--- config.mk ---
export PLATFORM = sky130hd
export DESIGN_NAME = vram_arbiter
export DESIGN_NICKNAME = d
export VERILOG_FILES = /design/src/rtl/vram_arbiter.sv
export SDC_FILE = /design/constraint.sdc
export NUM_CORES = 1
export LEC_CHECK = 0
export CAP_MARGIN = 15
export CELL_PAD_IN_SITES_DETAIL_PLACEMENT = 0
export CELL_PAD_IN_SITES_GLOBAL_PLACEMENT = 1
export CORE_ASPECT_RATIO = 0.7
export CORE_MARGIN = 4
export CORE_UTILIZATION = 33
export CTS_BUF_LIST = sky130_fd_sc_hd__clkbuf_16
export DETAILED_ROUTE_END_ITERATION = 8
export PLACE_DENSITY = 0.95
export SYNTH_ARGS = -nofsm -noshare
export SYNTH_HDL_FRONTEND = slang
export SYNTH_SLANG_ARGS = --single-unit
--- constraint.sdc ---
create_clock -name PCLK_I -period 5.5 [get_ports PCLK_I]
set_input_delay 1.1 -clock PCLK_I [delete_from_list [all_inputs] [get_ports PCLK_I]]
set_output_delay 1.1 -clock PCLK_I [all_outputs]
set_load 0.05 [all_outputs]
--- src/rtl/vram_arbiter.sv ---
// Board RAM arbiter: fixed display fetch slots from the VGA counters, game
// reads/writes in all other cycles, plus the registered per-pixel board colour.
module vram_arbiter #(
    parameter int unsigned CELL_SHIFT = 4,
    parameter int unsigned BOARD_W    = 10,
    parameter int unsigned BOARD_H    = 20,
    parameter int unsigned ORG_X      = 160,
    parameter int unsigned ORG_Y      = 80,
    parameter int unsigned AW         = 8,
    parameter int unsigned DW         = 4,
    parameter int unsigned BG_COLOR   = 0
) (
    input  logic          PCLK_I,
    input  logic          RST_N_I,
    input  logic [10:0]   HCNT_I,
    input  logic [10:0]   VCNT_I,
    input  logic          BLANK_I,
    input  logic          GREQ_I,
    input  logic          GWE_I,
    input  logic [AW-1:0] GADDR_I,
    input  logic [DW-1:0] GWDATA_I,
    output logic          GACK_O,
    output logic [DW-1:0] GRDATA_O,
    output logic [AW-1:0] RAM_ADDR_O,
    output logic          RAM_WE_O,
    output logic [DW-1:0] RAM_WDATA_O,
    input  logic [DW-1:0] RAM_RDATA_I,
    output logic [DW-1:0] PIXEL_O,
    output logic          PIXEL_VALID_O
);

    localparam int unsigned CELL_PX = 1 << CELL_SHIFT;
    localparam int unsigned CELLS   = BOARD_W * BOARD_H;
    localparam logic [10:0] X0      = 11'(ORG_X);
    localparam logic [10:0] X1      = 11'(ORG_X + BOARD_W * CELL_PX);
    localparam logic [10:0] Y0      = 11'(ORG_Y);
    localparam logic [10:0] Y1      = 11'(ORG_Y + BOARD_H * CELL_PX);
    // Fetch two pixels early: one cycle for the RAM, one to land in the cell register.
    localparam logic [10:0] SX0     = 11'(ORG_X - 2);
    localparam logic [DW-1:0] BG    = DW'(BG_COLOR);

    typedef enum logic {
        S_IDLE = 1'b0,
        S_RESP = 1'b1
    } state_t;

    state_t        r_state;
    logic          r_gack;
    logic          r_rd;
    logic          r_rd_oor;
    logic [DW-1:0] r_grdata;
    logic          r_fetch;
    logic [DW-1:0] r_cell;
    logic [DW-1:0] r_pixel;
    logic          r_pix_valid;

    logic          w_in_rows;
    logic          w_in_cols;
    logic [10:0]   w_hoff;
    logic [10:0]   w_k;
    logic          w_slot;
    logic [AW-1:0] w_vrow;
    logic [AW-1:0] w_disp_addr;
    logic          w_oor;
    logic          w_issue;
    logic [DW-1:0] w_resp_data;

    // Board geometry and display slot decode from the timing counters.
    assign w_in_rows   = (VCNT_I >= Y0) && (VCNT_I < Y1);
    assign w_in_cols   = (HCNT_I >= X0) && (HCNT_I < X1);
    assign w_hoff      = HCNT_I - SX0;
    assign w_k         = w_hoff >> CELL_SHIFT;
    assign w_slot      = w_in_rows && (HCNT_I >= SX0)
                         && (w_hoff[CELL_SHIFT-1:0] == '0)
                         && (w_k < 11'(BOARD_W));
    assign w_vrow      = AW'((VCNT_I - Y0) >> CELL_SHIFT);
    assign w_disp_addr = w_vrow * AW'(BOARD_W) + AW'(w_k);

    // Game request decode: issue only from IDLE outside display slots.
    assign w_oor       = 32'(GADDR_I) >= CELLS;
    assign w_issue     = RST_N_I && (r_state == S_IDLE) && GREQ_I && !w_slot;
    assign w_resp_data = r_rd_oor ? '0 : RAM_RDATA_I;

    // RAM port mux: display slot has priority, then an issuing game access.
    always_comb begin
        RAM_ADDR_O  = '0;
        RAM_WE_O    = 1'b0;
        RAM_WDATA_O = '0;
        if (RST_N_I) begin
            if (w_slot) begin
                RAM_ADDR_O = w_disp_addr;
            end else if (w_issue) begin
                RAM_ADDR_O  = GADDR_I;
                RAM_WE_O    = GWE_I && !w_oor;
                RAM_WDATA_O = GWDATA_I;
            end
        end
    end

    // Game FSM: IDLE issues, RESP acknowledges and captures read data.
    always_ff @(posedge PCLK_I) begin
        if (!RST_N_I) begin
            r_state  <= S_IDLE;
            r_gack   <= 1'b0;
            r_rd     <= 1'b0;
            r_rd_oor <= 1'b0;
            r_grdata <= '0;
        end else begin
            case (r_state)
                S_IDLE: begin
                    if (w_issue) begin
                        r_state  <= S_RESP;
                        r_gack   <= 1'b1;
                        r_rd     <= !GWE_I;
                        r_rd_oor <= w_oor;
                    end else begin
                        r_gack   <= 1'b0;
                    end
                end
                S_RESP: begin
                    r_state <= S_IDLE;
                    r_gack  <= 1'b0;
                    if (r_rd) begin
                        r_grdata <= w_resp_data;
                    end
                end
                default: begin
                    r_state <= S_IDLE;
                    r_gack  <= 1'b0;
                end
            endcase
        end
    end

    // Display pipeline: capture fetched cell colour, then register pixel colour.
    always_ff @(posedge PCLK_I) begin
        if (!RST_N_I) begin
            r_fetch     <= 1'b0;
            r_cell      <= '0;
            r_pixel     <= '0;
            r_pix_valid <= 1'b0;
        end else begin
            r_fetch <= w_slot;
            if (r_fetch) begin
                r_cell <= RAM_RDATA_I;
            end
            r_pixel     <= (w_in_rows && w_in_cols && BLANK_I) ? r_cell : BG;
            r_pix_valid <= BLANK_I;
        end
    end

    // Read data is presented alongside the ack and held in r_grdata afterwards.
    assign GACK_O        = r_gack;
    assign GRDATA_O      = (r_gack && r_rd) ? w_resp_data : r_grdata;
    assign PIXEL_O       = r_pixel;
    assign PIXEL_VALID_O = r_pix_valid;

endmodule

==> summary.txt, run 1 <==
Synth
  – Top post-synthesis cells by area: dfxtp_1 23%, ha_1 13%, xnor2_1 7.0%
  – Synth area leader: dfxtp_1
  – Mapped cell area: 0.00150 mm^2
  – Seq/Total Area, Yosys: 22.7%
  – Avg Inst Size Synth: 8.99 um^2
  – Syn. warnings: 0
  – Number of synthesized flops with an enable pin: 0
  – Mapped Nets: 228
  – Fraction of registers with async set/reset: 0%
  – Most used DFF post-synth: dfxtp_1
  – Top-area cell type share of the netlist area: 22.7%
  – Yosys reg bits: 17
  – Cell with the most instances after synthesis: dfxtp_1
  – Post-synthesis cell type count: 42
  – Mapped Cells: 167
  – Commonest cells in the netlist: 17 x dfxtp_1, 16 x ha_1, 14 x and2_1, 13 x nand2_1, 12 x xnor2_1

Setup path
  – Worst Path Arrival: 4160 ps
  – CP required: 4400 ps
  – Crit end category: primary output
  – Crit Path Max Fanout: 3
  – Worst setup SP type: primary input
  – WS Path Type: in -> out

Clock tree
  – Clk pin slew, worst setup/hold paths: 50 ps
  – H-tree Lvls: 1
  – Clock Path Buffers: 2
  – Hold buffers post-CTS: 0
  – CTS sink cnt: 17
  – Total CTS buffers: 3
  – CTS root buffer: clkbuf_16
  – Clock latency on the worst-skew pair: 250 ps
  – CTS tree: built

Power and ir drop
  – Peak supply drop: 106 uV
  – Sw Pwr: 158 uW
  – Combinational share of power: 46.4%
  – Cell Int Power: 344 uW
  – Overall power: 502 uW
  – Pwr Density: 207 mW/mm^2
  – Sequential share of power: 25.3%
  – Clock share of power: 28.3%
  – LEAKAGE: 0.980 nW
  – Switching part of the total: 31.5%

Detailed routing
  – Metal2 WL: 1.64 mm
  – Post-DRT Antenna Nets: 0
  – Wire length on met3: 318 um
  – DRT iter0 DRCs: 47
  – Wire length per cell: 13.4 um
  – Drt pass-1 iters: 4
  – Vias per cell: 4.91
  – M1 WL: 1.86 mm
  – DRC: 0
  – Highest routed layer: met4
  – DR vias: 1408
  – DRT Wirelength: 3.86 mm

Die
  – Initial core utilization: 34.5%
  – I/O pin count: 66
  – Die height: 64.4 um
  – DIE AREA: 0.00571 mm^2
  – Core ar.: 0.00435 mm^2
  – Site row count: 20
  – Die X: 88.6 um

Placement
  – RePlAce Congestion: 0.809
  – Post-detail-place hpwl: 3.36 mm
  – Quantity of I/O buffers inserted on ports: 65
  – Pre-CTS WS: 69.4 ps

GRT
  – Initial antenna violation count: 0
  – Gr usage total: 14.0%
  – Largest net degree at the start of global routing: 17
  – Number of global-route vias before repair: 1382
  – First-pass GRT wire length: 6.25 mm
  – Grt ovf: 0

Timing
  – Min Clock Period, post-route: 5260 ps
  – Max Fclk: 0.190 GHz
  – Post-route worst setup slack: 239 ps
  – Final setup fails: 0
  – Setup_tns: 0 ps
  – Final period util: 95.7%
  – Pins Over Slew Limit: 0
  – RSZ-0062 raised after global routing: no
  – Least-Margin Pin Slew: 954 ps
  – Relative slew slack: 36.0%
  – Worst clock skew: 0.421 ps
  – Fin. Hold Viols: 0

Layout
  – Layout cells sized above 1: 9.91%
  – Area added between synthesis and finish: 61.2%
  – # diodes: 0
  – Fill cell count: 393
  – Nets: 294

Outcome
  – Outcome: finished, final reports clean

Min path
  – Hold crit path type: reg -> reg

Flow run
  – Max-cap violations: 0
critical path, cell delays in order:
cell and delay (ps):
clkdlybuf4s50_1 500, inv_1 70, ha_1 260, inv_1 120
ha_1 250, ha_1 240, fa_1 530, ha_4 300
inv_1 40, o21bai_1 130, a21oi_1 90, xnor2_1 140
a22o_1 240, buf_12 150
area by class of cell:
class / count / area (um^2) / share of cell area, %
sequential: 17 / 340 / 14.1
timing repair buffer: 65 / 783 / 32.4
clock inverter: 1 / 5.00 / 0.207
inverter: 7 / 26.3 / 1.09
multi-input combinational: 139 / 1120 / 46.3
clock buffer: 3 / 75.1 / 3.10
tap: 55 / 68.8 / 2.84
layer usage:
layer / vias up / track usage [%]
met5: - / 0
li1: 732 / -
met3: 4 / 4.57
met1: 624 / 19.2
met2: 48 / 21.0
met4: 0 / 3.40
metrics by stage:
step	cells	instance area (um^2)	hold WS [ps]	utilization (%)
after floorplan	167	1500	429	-
after global placement	283	2320	436	53.4
after detailed placement	283	2320	440	53.4
after CTS	287	2400	452	55.2
after global routing	287	2420	480	55.6
final	287	2420	451	55.6
power groups by stage:
stage                     Sequential (mW)  Clock [mW]  Combinational (mW)
after floorplan                     0.132           0               0.142
after global placement              0.129           0               0.222
after detailed placement            0.129           0               0.227
after CTS                           0.127       0.145               0.228
after global routing                0.127       0.151               0.258
final                               0.127       0.142               0.233
placed cells by master, fill, tap and decap left out, drive strengths merged, types with 2 or more instances in the layout:
cell	synthesis	layout
xor2	7	7
mux2i	7	7
nor4b	2	2
nand2	13	13
a22o	8	8
nor4	3	3
ha	16	16
a21o	3	3
a21oi	6	6
nand3b	2	2
nor2b	6	6
a311oi	2	2
fa	2	2
xnor2	12	12
nor2	4	4
inv	7	7
and2	14	14
dfxtp	17	17
o21bai	2	2
o21ai	9	9
nand2b	4	4
nand4	2	2
buf	2	13
clkbuf	2	3
clkdlybuf4s50	0	51
nand3	3	3
repair_timing:
item / CTS / global route
setup endpoints to repair: 0 / 1
buffers inserted: 0 / 0
gates resized for setup: 0 / 2
hold endpoints to repair: 0 / 0
sequential cells by signal, indices dropped and copies added, names as in the netlist:
| register | flops |
|---|---|
| PIXEL_O | 4 |
| r_grdata | 4 |
| PIXEL_VALID_O | 1 |
| GACK_O | 1 |
| r_fetch | 1 |
| r_rd_oor | 1 |
| r_cell | 4 |
| r_rd | 1 |
cells by family after synthesis:
group,share of synthesized area (%)
fa+ha+maj,16.0
xor+xnor,12.6
buf+inv,3.50
flops,22.7
compound gates,17.3
mux,4.67
simple gates,23.2
final timing paths:
path | start | to | slack (ps) | depth (start not counted)
min | r_cell[1] | PIXEL_O[1] | 450 | 1
min reg2reg | r_cell[1] | PIXEL_O[1] | 450 | 1
max | VCNT_I[5] | RAM_ADDR_O[7] | 240 | 14
max reg2reg | GACK_O | r_rd_oor | 4030 | 2
Power figures use the tool's default switching activity.
==> run 2, diff against run 1 <==
--- a/config.mk
+++ b/config.mk
@@ -13,7 +13,7 @@
 export CORE_UTILIZATION = 33
 export CTS_BUF_LIST = sky130_fd_sc_hd__clkbuf_16
 export DETAILED_ROUTE_END_ITERATION = 8
-export PLACE_DENSITY = 0.95
+export PLACE_DENSITY_LB_ADDON = 0.05
 export SYNTH_ARGS = -nofsm -noshare
 export SYNTH_HDL_FRONTEND = slang
 export SYNTH_SLANG_ARGS = --single-unit
==> summary.txt, run 2 (same netlist as run 1, synthesis figures left out) <==
Die
  – Core ar.: 0.00435 mm^2 (unchanged)
  – Die X: 88.6 um (unchanged)
  – I/O pin count: 66 (unchanged)
  – Initial core utilization: 34.5% (unchanged)
  – Die height: 64.4 um (unchanged)
  – Site row count: 20 (unchanged)
  – DIE AREA: 0.00571 mm^2 (unchanged)

Power and ir drop
  – Sw Pwr: 167 uW (+6.0%)
  – LEAKAGE: 0.970 nW (-0.94%)
  – Combinational share of power: 47.2% (+0.8 points)
  – Switching part of the total: 32.4% (+0.97 points)
  – Clock share of power: 28.2% (about the same)
  – Cell Int Power: 349 uW (+1.3%)
  – Peak supply drop: 153 uV (+45%)
  – Pwr Density: 212 mW/mm^2 (+2.2%)
  – Sequential share of power: 24.6% (-0.7 points)
  – Overall power: 516 uW (+2.8%)

Timing
  – Fin. Hold Viols: 0 (unchanged)
  – Pins Over Slew Limit: 0 (unchanged)
  – Final setup fails: 0 (unchanged)
  – Setup_tns: 0 ps (unchanged)
  – Relative slew slack: 40.0% (+3.9 points)
  – Final period util: 98.0% (+2.3 points)
  – Max Fclk: 0.186 GHz (-2.4%)
  – Least-Margin Pin Slew: 895 ps (-58.9 ps)
  – Min Clock Period, post-route: 5390 ps (+128 ps)
  – Worst clock skew: 2.06 ps (+1.64 ps)

Setup path
  – Crit end category: primary output
  – WS Path Type: in -> out
  – Worst R2R Start: GACK_O
  – Crit. Startpoint: VCNT_I[4]
  – Worst setup SP type: primary input
  – CP required: 4400 ps (about the same)
  – Worst Path Arrival: 4290 ps (+130 ps)
  – Crit Path Max Fanout: 4 (+1)

Placement
  – Dpl cell area: 0.00232 mm^2 (unchanged)
  – Quantity of I/O buffers inserted on ports: 65 (unchanged)
  – # placed instances: 283 (unchanged)
  – RePlAce Congestion: 0.879 (+8.7%)
  – Post-detail-place hpwl: 3.67 mm (+9.0%)

Layout
  – Nets: 295 (+0.34%)
  – Layout cells sized above 1: 11.2% (+1.2 points)
  – Most frequent cells in the layout: 52 x clkdlybuf4s50_1, 17 x dfxtp_1, 15 x ha_1
  – # diodes: 0 (unchanged)
  – Fill cell count: 389 (-1.0%)
  – Multi-input gate area: 0.00113 mm^2 (+0.56%)
  – Final Cell Area: 0.00243 mm^2 (+0.57%)
  – FF/Latch Area: 340 um^2 (unchanged)
  – Commonest non-fill, non-tap cell in the layout: clkdlybuf4s50_1
  – Area added between synthesis and finish: 62.1%
  – Fin cells: 288 (+0.35%)

Clock tree
  – H-tree Lvls: 1 (unchanged)
  – Clock latency on the worst-skew pair: 250 ps (about the same)
  – CTS root buffer: clkbuf_16
  – Total CTS buffers: 3 (unchanged)
  – Hold buffers post-CTS: 0 (unchanged)
  – Clk pin slew, worst setup/hold paths: 50 ps (about the same)
  – CTS sink cnt: 17 (unchanged)
  – CTS tree: built
  – Clock Path Buffers: 2 (unchanged)

Detailed routing
  – DRC: 0 (unchanged)
  – Wire length per cell: 15.0 um (+12%)
  – Vias per cell: 5.01 (+2.1%)
  – Drt pass-1 iters: 4 (unchanged)
  – DRT iter0 DRCs: 47 (unchanged)
  – DRT Wirelength: 4.32 mm (+12%)
  – Post-DRT Antenna Nets: 0 (unchanged)
  – DR vias: 1443 (+2.5%)

GRT
  – Initial antenna violation count: 0 (unchanged)
  – Grt ovf: 0 (unchanged)
  – Largest net degree at the start of global routing: 17 (unchanged)
  – First-pass GRT wire length: 6.70 mm (+7.2%)
  – Number of global-route vias before repair: 1422 (+2.9%)
  – Gr usage total: 14.9% (+0.94 points)

Flow run
  – Max-cap violations: 0 (unchanged)

Min path
  – Hold crit path type: reg -> reg
  – Hold Path Origin: r_cell[0]

Outcome
  – Outcome: finished, final reports clean
-- run 2: final timing paths --
path | endpoint | cells past startpoint | slack (ps)
worst min-delay path | PIXEL_O[0] | 1 | 470
worst max register to register | r_rd_oor | 2 | 4090
worst max-delay path | RAM_ADDR_O[7] | 14 | 110
worst min register to register | PIXEL_O[0] | 1 | 470
-- run 2: what timing repair did --
action	CTS	global route
setup endpoints to repair	0	2
buffers inserted	0	1
resized for setup	0	3
-- run 2: cell type report --
class / instances / share of cell area [%]
multi-input combinational: 139 / 46.3
timing repair buffer: 66 / 32.4
tap: 55 / 2.83
inverter: 7 / 1.08
clock buffer: 3 / 3.08
clock inverter: 1 / 0.308
sequential: 17 / 14.0
-- run 2: critical path: stages --
cell and delay [ps]:
clkdlybuf4s50_1 520, inv_1 100, ha_1 300, inv_1 120
ha_1 240, ha_1 240, fa_1 540, ha_4 300
inv_1 50, o21bai_1 180, a21oi_2 80, xnor2_1 130
a22o_1 230, buf_12 150
-- run 2: layer usage --
metal | vias up | GRT usage [%] | wire length (um)
met3 | 2 | 2.80 | 302
met2 | 50 | 23.3 | 1840
met4 | 0 | 2.26 | 22
met5 | - | 0 | 0
li1 | 735 | - | -
met1 | 656 | 21.6 | 2160
-- run 2: stage by stage --
| stage | worst slack [ps] | hold WS [ps] | util (%) |
|---|---|---|---|
| 4_1_cts | 39.4 | 460 | 55.3 |
| 5_1_grt | -30.4 | 497 | 55.9 |
| 3_5_place_dp | 37.3 | 450 | 53.4 |
| 6_report | 110 | 469 | 55.9 |
| 3_3_place_gp | 145 | 447 | 53.4 |
| 2_1_floorplan | 698 | 429 | - |
-- run 2: power groups by stage --
stage / combinational (mW) / sequential, mW / clock [mW]
after global placement: 0.222 / 0.129 / 0
after floorplan: 0.142 / 0.132 / 0
after CTS: 0.231 / 0.127 / 0.148
after detailed placement: 0.230 / 0.129 / 0
after global routing: 0.265 / 0.127 / 0.153
final: 0.244 / 0.127 / 0.146
==> run 3, diff against run 2 <==
--- a/config.mk
+++ b/config.mk
@@ -17,3 +17,4 @@
 export SYNTH_ARGS = -nofsm -noshare
 export SYNTH_HDL_FRONTEND = slang
 export SYNTH_SLANG_ARGS = --single-unit
+export TNS_END_PERCENT = 10
==> results of run 3 <==
No change in the layout: final DEF, timing and power equal those of run 2.
